==> config.mk <==
export PLATFORM = sky130hd
export DESIGN_NAME = serial_add_scheduler_flat
export DESIGN_NICKNAME = d
export VERILOG_FILES = /design/src/rtl/serial_add_scheduler_if.sv /design/src/rtl/serial_add_scheduler.sv /design/src/flat_wrapper.sv
export SDC_FILE = /design/constraint.sdc
export NUM_CORES = 1
export LEC_CHECK = 0
export BUFFER_PORTS_ARGS = -buffer_cell sky130_fd_sc_hd__buf_2
export CAP_MARGIN = 20
export CORE_MARGIN = 10
export CORE_UTILIZATION = 40
export DETAILED_ROUTE_END_ITERATION = 10
export GPL_TIMING_DRIVEN = 0
export PLACE_DENSITY = 0.6
export SLEW_MARGIN = 20
export SYNTH_ARGS = -nofsm -noshare
export SYNTH_HDL_FRONTEND = slang
export SYNTH_SLANG_ARGS = --single-unit
==> constraint.sdc <==
create_clock -name clk -period 3.13 [get_ports clk]
set_input_delay 0.626 -clock clk [delete_from_list [all_inputs] [get_ports clk]]
set_output_delay 0.626 -clock clk [all_outputs]
set_load 0.02 [all_outputs]
==> src/rtl/serial_add_scheduler_if.sv <==
// Bundle between operand producers and serial_add_scheduler (requests, operands, grant/done, result).
// SERIAL_SCHED_SUB_EN adds per-port subtract selects op0/op1.
interface serial_add_scheduler_if #(
    parameter int unsigned WIDTH = 8
);
    logic             req0;
    logic [WIDTH-1:0] a0;
    logic [WIDTH-1:0] b0;
    logic             req1;
    logic [WIDTH-1:0] a1;
    logic [WIDTH-1:0] b1;
`ifdef SERIAL_SCHED_SUB_EN
    logic             op0;
    logic             op1;
`endif
    logic [1:0]       gnt;
    logic [1:0]       done;
    logic [WIDTH-1:0] result;
    logic             c_out;
    logic             busy;

    modport master (
`ifdef SERIAL_SCHED_SUB_EN
        output op0, op1,
`endif
        output req0, a0, b0, req1, a1, b1,
        input  gnt, done, result, c_out, busy
    );

    modport slave (
`ifdef SERIAL_SCHED_SUB_EN
        input  op0, op1,
`endif
        input  req0, a0, b0, req1, a1, b1,
        output gnt, done, result, c_out, busy
    );
endinterface

==> src/rtl/serial_add_scheduler.sv <==
// Round-robin scheduler sharing one LSB-first bit-serial adder between two requesters.
// Optional SERIAL_SCHED_SUB_EN: op0/op1 select subtract (A + ~B + 1) per request.
module serial_add_scheduler #(
    parameter int unsigned WIDTH = 8
) (
    input logic                   clk,
    input logic                   rst,
    serial_add_scheduler_if.slave bus
);
    localparam int unsigned     CntW    = $clog2(WIDTH);
    localparam logic [CntW-1:0] CntLast = CntW'(WIDTH - 1);

    localparam logic [1:0] StIdle  = 2'd0;
    localparam logic [1:0] StShift = 2'd1;
    localparam logic [1:0] StDone  = 2'd2;

    logic [1:0]       state_q, state_d;
    logic [WIDTH-1:0] a_q, a_d;
    logic [WIDTH-1:0] b_q, b_d;
    logic [WIDTH-2:0] sum_q, sum_d;
    logic             carry_q, carry_d;
    logic [CntW-1:0]  cnt_q, cnt_d;
    logic             owner_q, owner_d;
    logic             ptr_q, ptr_d;
    logic [1:0]       gnt_q, gnt_d;
    logic [1:0]       done_q, done_d;
    logic [WIDTH-1:0] result_q, result_d;
    logic             c_out_q, c_out_d;

    logic             pick;
    logic             sub_sel;
    logic             bit_sum;
    logic             bit_carry;
    logic [WIDTH-1:0] sum_shift;

    // Pointer only breaks ties; a lone requester always wins.
    assign pick = (bus.req0 && bus.req1) ? ptr_q : bus.req1;

`ifdef SERIAL_SCHED_SUB_EN
    assign sub_sel = pick ? bus.op1 : bus.op0;
`else
    assign sub_sel = 1'b0;
`endif

    assign bit_sum   = a_q[0] ^ b_q[0] ^ carry_q;
    assign bit_carry = (a_q[0] & b_q[0]) | (a_q[0] & carry_q) | (b_q[0] & carry_q);
    // sum_q holds the bits produced so far; the new bit enters at the top.
    assign sum_shift = {bit_sum, sum_q};

    always_comb begin
        state_d  = state_q;
        a_d      = a_q;
        b_d      = b_q;
        sum_d    = sum_q;
        carry_d  = carry_q;
        cnt_d    = cnt_q;
        owner_d  = owner_q;
        ptr_d    = ptr_q;
        gnt_d    = 2'b00;
        done_d   = 2'b00;
        result_d = result_q;
        c_out_d  = c_out_q;

        case (state_q)
            StIdle: begin
                if (bus.req0 || bus.req1) begin
                    owner_d      = pick;
                    a_d          = pick ? bus.a1 : bus.a0;
                    b_d          = (pick ? bus.b1 : bus.b0) ^ {WIDTH{sub_sel}};
                    carry_d      = sub_sel;
                    sum_d        = '0;
                    cnt_d        = '0;
                    gnt_d[pick]  = 1'b1;
                    state_d      = StShift;
                end
            end
            StShift: begin
                a_d     = a_q >> 1;
                b_d     = b_q >> 1;
                sum_d   = sum_shift[WIDTH-1:1];
                carry_d = bit_carry;
                cnt_d   = cnt_q + 1'b1;
                if (cnt_q == CntLast) begin
                    result_d        = sum_shift;
                    c_out_d         = bit_carry;
                    done_d[owner_q] = 1'b1;
                    state_d         = StDone;
                end
            end
            StDone: begin
                ptr_d   = ~owner_q;
                state_d = StIdle;
            end
            default: begin
                state_d = StIdle;
            end
        endcase
    end

    always_ff @(posedge clk or posedge rst) begin
        if (rst) begin
            state_q  <= StIdle;
            a_q      <= '0;
            b_q      <= '0;
            sum_q    <= '0;
            carry_q  <= 1'b0;
            cnt_q    <= '0;
            owner_q  <= 1'b0;
            ptr_q    <= 1'b0;
            gnt_q    <= 2'b00;
            done_q   <= 2'b00;
            result_q <= '0;
            c_out_q  <= 1'b0;
        end else begin
            state_q  <= state_d;
            a_q      <= a_d;
            b_q      <= b_d;
            sum_q    <= sum_d;
            carry_q  <= carry_d;
            cnt_q    <= cnt_d;
            owner_q  <= owner_d;
            ptr_q    <= ptr_d;
            gnt_q    <= gnt_d;
            done_q   <= done_d;
            result_q <= result_d;
            c_out_q  <= c_out_d;
        end
    end

    assign bus.gnt    = gnt_q;
    assign bus.done   = done_q;
    assign bus.result = result_q;
    assign bus.c_out  = c_out_q;
    assign bus.busy   = (state_q != StIdle);

endmodule

==> src/flat_wrapper.sv <==
// flat-port wrapper written by rule: the top's interface ports become plain ports
module serial_add_scheduler_flat 
#(
    parameter int unsigned WIDTH = 8
)
  (clk, rst, bus_req0, bus_a0, bus_b0, bus_req1, bus_a1, bus_b1, bus_gnt, bus_done, bus_result, bus_c_out, bus_busy);
  serial_add_scheduler_if #(.WIDTH(WIDTH)) bus_i ();
  input logic clk;
  input logic rst;
  input wire logic [$bits(bus_i.req0)-1:0] bus_req0;
  input wire logic [$bits(bus_i.a0)-1:0] bus_a0;
  input wire logic [$bits(bus_i.b0)-1:0] bus_b0;
  input wire logic [$bits(bus_i.req1)-1:0] bus_req1;
  input wire logic [$bits(bus_i.a1)-1:0] bus_a1;
  input wire logic [$bits(bus_i.b1)-1:0] bus_b1;
  output wire logic [$bits(bus_i.gnt)-1:0] bus_gnt;
  output wire logic [$bits(bus_i.done)-1:0] bus_done;
  output wire logic [$bits(bus_i.result)-1:0] bus_result;
  output wire logic [$bits(bus_i.c_out)-1:0] bus_c_out;
  output wire logic [$bits(bus_i.busy)-1:0] bus_busy;
  assign bus_i.req0 = bus_req0;
  assign bus_i.a0 = bus_a0;
  assign bus_i.b0 = bus_b0;
  assign bus_i.req1 = bus_req1;
  assign bus_i.a1 = bus_a1;
  assign bus_i.b1 = bus_b1;
  assign bus_gnt = bus_i.gnt;
  assign bus_done = bus_i.done;
  assign bus_result = bus_i.result;
  assign bus_c_out = bus_i.c_out;
  assign bus_busy = bus_i.busy;
  serial_add_scheduler #(.WIDTH(WIDTH)) u_core (.clk(clk), .rst(rst), .bus(bus_i));
endmodule
==> run_results.csv, run 1 <==
group,metric,value,unit
worst_setup_path,critical_path_class,"reg -> out",
timing,post-route-min-period,1.73,ns
cts,cts_hold_buf,0,
timing,final.period_utilization,55.2,%
synth,synth_top_cell_area_share,52.9,%
layout,drive_above_1_share,39.2,%
floorplanning,dieArea,8490,sq um
placement,routabilityCongestion,0.742,
worst_setup_path,cp_num_buf_inv,1,
cts,cts.sinks,44,
timing,relSlewSlack,71.2,%
synth,synthTopCellsByCount,"44 x dfrtp_1, 35 x nand2_1, 27 x nand3_1",
cts,tritoncts,"built",
worst_setup_path,reg2reg_to,"u_core.bus.result[2]$_DFFE_PP0P_",
placement,dp_hpwl,3290,um
run,max_cap_violations,0,
cts,cts_setup_buffers,0,
drt,wl,4510,um
synth,post-synth-top-count-cell,"dfrtp_1",
synth,synth_warnings,0,
synth,netlist-cell-type-count,26,
outcome,status,"finished clean",
timing,finalSetupViolations,0,
worst_setup_path,path_max_fanout,4,
floorplanning,die_w,92.1,um
synth,synth_ff_type,"dfrtp_1",
timing,whs,0.317,ns
grt,grt_usage,11.3,%
grt,grt_max_degree,27,
grt,grt_pass1_vias,1640,
floorplanning,start_util,41.0,%
drt,drc,0,
timing,finClkSkew,0.00707,ns
timing,tns,0,ns
floorplanning,die_h,92.1,um
drt,drt-pass1-iter-count,4,
drt,ant_nets,0,
worst_setup_path,r2r_cells,5,
placement,port_buffers,49,
worst_setup_path,startpoint_type,"flip-flop",
drt,wire_per_inst,14.5,um
drt,drt_first_iter_violations,60,
synth,syn-instance-count,182,
synth,synth_area_leaders,"dfrtp_1 53%, o211ai_2 8.4%, mux2i_1 7.7%, nand3_1 6.5%, nand2_1 6.3%",
synth,synth_seq_cells,44,
cts,htree_levels,2,
cts,clk_path_buf_depth,2,
floorplanning,io_pins,50,
drt,num_vias,1493,
grt,grt_pass1_wl,7930,um
timing,rsz0062_at_grt,"no",
placement,detailedPlace.worstSlack,1.33,ns
power_and_ir_drop,p_leak,1.32,nW
synth,synth-edff-count,0,
layout,syn_to_final_growth,21.3,%
synth,syn-cell-area,2080,sq um
synth,syn-num-nets,221,
power_and_ir_drop,p_per_area,935,nW/um^2
timing,worstMarginPinSlew,0.432,ns
worst_setup_path,cp_slowest_cell,"dfrtp_1",
layout,stdcell_area,2520,sq um
timing,slew_viol_final,0,
worst_setup_path,endpoint_kind,"output pin",
power_and_ir_drop,peakVddDrop,0.477,mV
min_path,min_path_type,"in -> async",
grt,antenna_found_initial,0,
grt,overflow,0,
placement,dpl.cell_count,302,
cts,cts_root_buffer,"clkbuf_8",
worst_setup_path,crit_cells,2,
worst_setup_path,cpPeakStageDelay,0.40,ns
worst_setup_path,critPathArrivalTime,1.10,ns
cts,numCtsBuffers,5,
timing,layout_setup_ws,1.40,ns
cts,ctsResizeCount,0,
worst_setup_path,cp_top_family,"flip-flops",
placement,dpl-instance-area,2430,sq um
timing,max_freq,579,MHz
floorplanning,rows,26,
worst_setup_path,reg2reg_slack,1.59,ns
synth,ys_seq_area_share,52.9,%
cts,path_clk_slew,0.08,ns
layout,final-instance-count-excl-fill,310,
synth,avgSynthCellArea,11.4,sq um
synth,ys_async_sr_fraction,100,%
cts,clk_latency,0.29,ns
worst_setup_path,cp.required,2.50,ns
floorplanning,core_area,5070,sq um
synth,yosysTopAreaCell,"dfrtp_1",
drt,avgViaCountPerCell,4.82,
worst_setup_path,r2r-start,"u_core.cnt_q[0]$_DFFE_PP0P_",
power_and_ir_drop,total_power,2.36,mW
layout,n_antenna_cell,0,
layout,final_nets,278,
worst_setup_path,cp_cell_sequence,"or2_4 -> buf_2",
timing,hold_viol_final,0,
layout,final_util,49.7,%
[cell usage in the layout, fill, tap and decap left out, types with 2 or more instances in the layout]
| cell type | instances |
|---|---|
| buf_2 | 52 |
| buf_4 | 3 |
| buf_6 | 6 |
| clkbuf_1 | 4 |
| clkbuf_8 | 6 |
| dfrtp_1 | 44 |
| ha_1 | 2 |
| inv_1 | 2 |
| mux2_1 | 2 |
| mux2_2 | 7 |
| mux2i_1 | 16 |
| nand2_1 | 35 |
| nand3_1 | 27 |
| nor2_1 | 2 |
| nor2b_1 | 2 |
| o211ai_2 | 14 |
| o21ai_0 | 3 |
| o21ai_2 | 2 |
[layout make-up]
cell class                 count  area, sq um
fill                         484         2550
sequential                    44         1100
multi-input combinational    121          856
timing repair buffer          50          265
buffer                        14          113
clock buffer                   8         90.1
tap                           70         87.6
inverter                       3         11.3
[registers in the layout, indices dropped and copies added, names as in the netlist]
signal             flops
u_core.bus.gnt         2
u_core.b_q             8
u_core.cnt_q           3
u_core.bus.done        2
u_core.bus.c_out       1
u_core.state_q         2
u_core.bus.result      8
u_core.ptr_q           1
u_core.owner_q         1
u_core.sum_q           7
u_core.carry_q         1
u_core.a_q             8
[worst max path at each step]
stage	start	to	slack (ns)
floorplan	rst	u_core.a_q[0]$_DFFE_PP0P_	1.47
global placement	rst	u_core.a_q[3]$_DFFE_PP0P_	0.85
detailed placement	bus_req0	u_core.a_q[4]$_DFFE_PP0P_	1.33
CTS	u_core.state_q[0]$_DFFE_PP0P_	bus_busy	1.39
global route	u_core.state_q[0]$_DFFE_PP0P_	bus_busy	1.34
finish	u_core.state_q[0]$_DFFE_PP0P_	bus_busy	1.40
[cell families (layout without fill, tap and decap cells)]
| group | count (synthesis) | after routing | synth area share [%] |
|---|---|---|---|
| adder cells (fa/ha/maj) | 3 | 3 | 2.16 |
| AND/OR/NAND/NOR | 71 | 71 | 15.5 |
| flip-flops | 44 | 44 | 52.9 |
| AO/OA/AOI/OAI | 22 | 22 | 10.9 |
| buffers and inverters | 17 | 75 | 5.95 |
| multiplexers | 25 | 25 | 12.6 |
[layer usage]
metal	GRT usage [%]	up-vias	wire, um
met5	0	-	0
met4	3.34	0	51
met3	4.48	7	263
met2	17.8	34	2060
met1	13.9	711	2130
li1	-	741	-
[where the power goes]
part	switching (mW)	internal (mW)	total (mW)
clock	0.183	0.180	0.363
sequential	0.132	0.817	0.949
combinational	0.593	0.454	1.05
total	0.908	1.45	2.36
Power figures use the tool's default switching activity.
==> run 2: changes to the inputs <==
ABC_AREA = 1   (was not set)
PLACE_DENSITY = 0.62   (was 0.6)
clock period = 1.45 ns   (was 3.13 ns; I/O delays follow)
==> run_results.csv, run 2 <==
group,metric,value,unit
synth,synth-edff-count,0,
synth,syn-num-nets,295,
cts,clk_path_buf_depth,2,
floorplanning,die_w,93.8,um
synth,ys_async_sr_fraction,100,%
worst_setup_path,startpoint,"u_core.state_q[0]$_DFFE_PP0P_",
synth,avgSynthCellArea,8.52,sq um
outcome,status,"finished clean",
power_and_ir_drop,p_leak,1.46,nW
worst_setup_path,endpoint_kind,"output pin",
timing,slew_viol_final,0,
synth,yosysTopAreaCell,"dfrtp_1",
synth,synth_top_cell_area_share,50.5,%
power_and_ir_drop,p_sw_share,40.8,%
synth,netlist-cell-type-count,25,
timing,relSlewSlack,74.7,%
synth,synth_seq_cells,44,
drt,num_vias,1790,
cts,numCtsBuffers,5,
worst_setup_path,cpPeakStageDelay,0.42,ns
timing,final.period_utilization,94.2,%
cts,htree_levels,2,
power_and_ir_drop,total_power,5.17,mW
power_and_ir_drop,p_seq_share,39.9,%
worst_setup_path,cp_cell_sequence,"inv_4 -> nand2_4 -> buf_2",
drt,wl,4740,um
cts,clk_latency,0.30,ns
power_and_ir_drop,peakVddDrop,0.677,mV
placement,dp_hpwl,3630,um
timing,layout_setup_ws,0.0834,ns
worst_setup_path,critPathArrivalTime,1.08,ns
power_and_ir_drop,p_switching,2.11,mW
drt,wire_per_inst,12.3,um
worst_setup_path,cp.required,1.16,ns
drt,ant_nets,0,
floorplanning,start_util,41.9,%
worst_setup_path,critical_path_class,"reg -> out",
drt,drc,0,
cts,cts_root_buffer,"clkbuf_8",
worst_setup_path,cp_slowest_cell,"dfrtp_1",
placement,routabilityCongestion,0.730,
synth,syn-cell-area,2180,sq um
worst_setup_path,reg2reg_to,"u_core.bus.result[5]$_DFFE_PP0P_",
grt,antenna_found_initial,0,
cts,cts.sinks,44,
layout,layout_commonest_cell,"nand3_1",
power_and_ir_drop,p_clk_share,15.2,%
worst_setup_path,reg2reg_slack,0.13,ns
layout,n_antenna_cell,0,
synth,synth_warnings,0,
floorplanning,core_area,5200,sq um
grt,grt_max_degree,29,
timing,finClkSkew,0.00503,ns
grt,grt_usage,11.6,%
grt,grt_pass1_vias,1865,
power_and_ir_drop,p_per_area,1950,nW/um^2
layout,final_nets,354,
drt,drt_first_iter_violations,71,
synth,syn-instance-count,256,
worst_setup_path,path_max_fanout,4,
placement,port_buffers,49,
floorplanning,die_h,93.8,um
floorplanning,rows,26,
floorplanning,dieArea,8810,sq um
drt,avgViaCountPerCell,4.64,
timing,finalSetupViolations,0,
cts,tritoncts,"built",
drt,drt-pass1-iter-count,4,
layout,drive_above_1_share,27.2,%
worst_setup_path,r2r_cells,5,
timing,rsz0062_at_grt,"no",
synth,synth_area_leaders,"dfrtp_1 50%, nand3_1 13%, nand2_1 9.1%, inv_1 7.6%, buf_6 2.6%",
power_and_ir_drop,internal_power,3.06,mW
timing,hold_viol_final,0,
worst_setup_path,r2r-start,"u_core.cnt_q[0]$_DFFE_PP0P_",
synth,post-synth-top-count-cell,"nand3_1",
grt,grt_pass1_wl,8410,um
timing,worstMarginPinSlew,0.379,ns
layout,mostFrequentLayoutCells,"55 x nand3_1, 53 x nand2_1, 52 x buf_2, 43 x inv_1, 43 x dfrtp_1",
timing,max_freq,732,MHz
min_path,min_path_type,"in -> reg",
floorplanning,io_pins,50,
worst_setup_path,startpoint_type,"flip-flop",
timing,post-route-min-period,1.37,ns
cts,path_clk_slew,0.08,ns
power_and_ir_drop,power_frac_comb,44.9,%
worst_setup_path,critPathCapture,"bus_busy",
layout,syn_to_final_growth,21.9,%
timing,tns,0,ns
grt,overflow,0,
synth,synthTopCellsByCount,"55 x nand3_1, 53 x nand2_1, 44 x dfrtp_1, 44 x inv_1, 10 x o21ai_1",
run,max_cap_violations,0,
synth,ys_seq_area_share,50.5,%
placement,detailedPlace.worstSlack,0.115,ns
synth,synth_ff_type,"dfrtp_1",
run 2: cell count changes after synthesis, sizes merged, moves of 2 or more:
cell	change
nand2	+22
nor2	+6
inv	+45
a21oi	+4
nor2b	-2
o21ai	+7
mux2	-9
o22ai	+7
o211ai	-14
buf	-2
nand3	+31
mux2i	-16
run 2: cells by family after synthesis:
| family | synth area share, % |
|---|---|
| simple gates | 28.2 |
| buf+inv | 13.1 |
| flops | 50.5 |
| compound gates | 6.20 |
| fa+ha+maj | 2.07 |
run 2: per-stage QoR:
step	util, %	cell area, sq um	std cells	hold slack [ns]
after floorplan	-	2180	256	0.446
after global placement	48.3	2510	375	0.460
after detailed placement	48.7	2530	376	0.295
after CTS	50.7	2640	385	0.268
after global routing	51.1	2660	386	0.300
final	51.1	2660	386	0.273
run 2: cell type report:
cell class	count	area, sq um
plain buffers	11	100
clock buffers	7	86.3
clock inverters	1	7.51
fillers	517	2550
inverters	48	185
multi-input cells	153	795
flip-flops and latches	44	1100
well taps	70	87.6
repair buffers	52	295
run 2: repair_timing:
item	CTS	global route
hold buffers	1	0
setup buffers	0	1
setup endpoints to repair	1	1
gates resized for setup	1	0
endpoints found under the hold margin	16	0
run 2: metal layers:
layer | GRT usage [%] | part of all wire (%) | wire length [um]
met3 | 3.76 | 6.1 | 289
met2 | 18.4 | 46 | 2160
met1 | 14.5 | 47 | 2240
met4 | 4.18 | 1.2 | 58
met5 | 0 | 0 | 0
run 2: worst min path at each step:
| stage | start | end | depth (start not counted) |
|---|---|---|---|
| after global placement | u_core.cnt_q[1]$_DFFE_PP0P_ | u_core.cnt_q[1]$_DFFE_PP0P_ | 2 |
| after global routing | bus_a0[3] | u_core.a_q[3]$_DFFE_PP0P_ | 5 |
| after CTS | bus_a0[7] | u_core.a_q[7]$_DFFE_PP0P_ | 3 |
| final | bus_a0[7] | u_core.a_q[7]$_DFFE_PP0P_ | 3 |
| after floorplan | u_core.cnt_q[1]$_DFFE_PP0P_ | u_core.cnt_q[1]$_DFFE_PP0P_ | 2 |
| after detailed placement | rst | u_core.bus.result[0]$_DFFE_PP0P_ | 2 |
run 2: worst max-delay path: cells and delay by family (launching register included):
family,cells,cell delay (ns)
flops,1,0.42
buf+inv,2,0.28
simple gates,1,0.07
run 2: power by group through the flow:
stage               registers (mW)  logic, mW  clock network (mW)
global route                  2.14       2.63               0.884
floorplan                     2.21       1.58                   0
finish                        2.06       2.32               0.788
global placement              2.07       2.28                   0
CTS                           2.07       2.34               0.820
detailed placement            2.09       2.33                   0
==> run 3: changes to the inputs <==
ABC_CLOCK_PERIOD_IN_PS = 1450   (was not set)
PLACE_DENSITY = 0.61   (was 0.62)
==> run_results.csv, run 3 (same netlist as run 2, synthesis figures left out) <==
group,metric,value,unit
outcome,status,"finished clean",
placement,routabilityCongestion,0.733,
min_path,holdPathEnd,"u_core.a_q[7]$_DFFE_PP0P_",
power_and_ir_drop,p_clk_share,17.1,%
power_and_ir_drop,p_seq_share,39.2,%
floorplanning,core_area,5200,sq um
worst_setup_path,startpoint_type,"flip-flop",
drt,wl,4730,um
layout,regArea,1100,sq um
layout,drive_above_1_share,26.8,%
layout,layout_commonest_cell,"nand3_1",
placement,port_buffers,49,
min_path,hold_depth,3,
timing,finClkSkew,0.00653,ns
power_and_ir_drop,power_frac_comb,43.7,%
worst_setup_path,cp_num_buf_inv,2,
floorplanning,die_w,93.8,um
worst_setup_path,critical_path_class,"reg -> out",
floorplanning,dieArea,8810,sq um
cts,tritoncts,"built",
floorplanning,rows,26,
placement,detailedPlace.worstSlack,0.122,ns
min_path,min_path_type,"in -> reg",
timing,max_freq,721,MHz
power_and_ir_drop,internal_power,3.15,mW
grt,grt_max_degree,32,
timing,post-route-min-period,1.39,ns
worst_setup_path,critPathArrivalTime,1.10,ns
cts,cts.sinks,44,
timing,hold_viol_final,0,
power_and_ir_drop,p_switching,2.10,mW
power_and_ir_drop,p_leak,1.46,nW
timing,rsz0062_at_grt,"no",
floorplanning,die_h,93.8,um
power_and_ir_drop,p_sw_share,40.0,%
worst_setup_path,cp_top_family,"flip-flops",
drt,drc,0,
min_path,min_from,"bus_a0[7]",
grt,antenna_found_initial,0,
floorplanning,io_pins,50,
timing,slew_viol_final,0,
cts,path_clk_slew,0.08,ns
grt,grt_pass1_wl,8360,um
worst_setup_path,endpoint_kind,"output pin",
worst_setup_path,cpPeakStageDelay,0.48,ns
layout,mostFrequentLayoutCells,"55 x nand3_1, 53 x nand2_1, 52 x buf_2, 43 x inv_1, 43 x dfrtp_1",
worst_setup_path,r2r-start,"u_core.cnt_q[0]$_DFFE_PP0P_",
layout,fill_cells,513,
power_and_ir_drop,p_per_area,1990,nW/um^2
cts,htree_levels,2,
worst_setup_path,cp_slowest_cell,"dfrtp_2",
layout,syn_to_final_growth,21.2,%
placement,dp_hpwl,3580,um
timing,final.period_utilization,95.7,%
timing,relSlewSlack,78.4,%
grt,grt_pass1_vias,1839,
worst_setup_path,reg2reg_to,"u_core.bus.result[0]$_DFFE_PP0P_",
drt,avgViaCountPerCell,4.61,
cts,clk_latency,0.30,ns
grt,overflow,0,
drt,ant_nets,0,
cts,cts_root_buffer,"clkbuf_8",
timing,worstMarginPinSlew,0.324,ns
drt,wire_per_inst,12.4,um
run,max_cap_violations,0,
grt,grt_usage,11.6,%
layout,multi_input_area,795,sq um
floorplanning,start_util,41.9,%
cts,numCtsBuffers,5,
power_and_ir_drop,peakVddDrop,0.615,mV
drt,drt_first_iter_violations,89,
worst_setup_path,r2r_cells,5,
timing,layout_setup_ws,0.0630,ns
timing,whs,0.280,ns
layout,n_antenna_cell,0,
drt,drt-pass1-iter-count,6,
cts,clk_path_buf_depth,2,
worst_setup_path,cp.required,1.16,ns
worst_setup_path,reg2reg_slack,0.13,ns
layout,final_nets,353,
worst_setup_path,path_max_fanout,5,
timing,finalSetupViolations,0,
drt,num_vias,1764,
worst_setup_path,cp_cell_sequence,"inv_2 -> nand2_4 -> buf_2",
run 3: cell count changes in the layout (fill, tap and decap cells not counted):
cell	before	now
buf_12	2	1
bufinv_16	0	1
clkbuf_1	1	0
clkbuf_8	7	6
clkinvlp_4	1	0
run 3: timing repair:
| item | CTS | global route |
|---|---|---|
| endpoints found under the hold margin | 13 | 0 |
| gates resized for setup | 1 | 0 |
| setup endpoints to repair | 1 | 0 |
| hold buffers | 1 | 0 |
| setup buffers | 0 | 0 |
run 3: worst max path at each step:
| stage | start | endpoint | slack, ns | depth (start not counted) |
|---|---|---|---|---|
| 4_1_cts | u_core.state_q[1]$_DFFE_PP0P_ | bus_busy | 0.05 | 3 |
| 6_report | u_core.state_q[1]$_DFFE_PP0P_ | bus_busy | 0.06 | 3 |
| 3_3_place_gp | rst | u_core.bus.gnt[0]$_DFF_PP0_ | -0.47 | 2 |
| 2_1_floorplan | rst | u_core.a_q[0]$_DFFE_PP0P_ | 0.13 | 1 |
| 5_1_grt | u_core.state_q[1]$_DFFE_PP0P_ | bus_busy | 0.0002 | 3 |
| 3_5_place_dp | u_core.cnt_q[0]$_DFFE_PP0P_ | u_core.bus.result[0]$_DFFE_PP0P_ | 0.12 | 5 |
run 3: per-layer routing:
metal / vias to the layer above / GRT usage (%) / share of wire [%]
met1: 788 / 14.8 / 47
met3: 9 / 4.00 / 6.7
met2: 44 / 17.5 / 45
met5: - / 0 / 0
met4: 0 / 4.81 / 1.7
li1: 923 / - / -
run 3: cell type report:
class,instances,share of cell area [%]
Buffer,11,3.79
Inverter,48,7.00
Clock buffer,5,2.60
Timing Repair Buffer,51,10.4
Sequential cell,44,41.7
Tap cell,70,3.31
Multi-Input combinational cell,153,30.1
Clock inverter,1,1.14
run 3: metrics by stage:
| stage | power (mW) | TNS (ns) | instances | utilization (%) | instance area (sq um) |
|---|---|---|---|---|---|
| after floorplan | 3.79 | 0 | 256 | - | 2180 |
| after global placement | 4.35 | -20.64 | 375 | 48.3 | 2510 |
| after detailed placement | 4.43 | 0 | 376 | 48.7 | 2530 |
| after CTS | 5.34 | 0 | 383 | 50.8 | 2640 |
| after global routing | 5.76 | 0 | 383 | 50.8 | 2640 |
| final | 5.26 | 0 | 383 | 50.8 | 2640 |
run 3: worst min-delay path: stages:
cell	delay (ns)
buf_2	0.08
a21oi_1	0.03
o21ai_0	0.14
run 3: power by group through the flow:
stage | sequential, mW | combinational, mW | clock [mW]
final | 2.06 | 2.29 | 0.898
after global routing | 2.13 | 2.65 | 0.982
after CTS | 2.07 | 2.35 | 0.920
after detailed placement | 2.08 | 2.34 | 0
after global placement | 2.07 | 2.28 | 0
after floorplan | 2.21 | 1.58 | 0
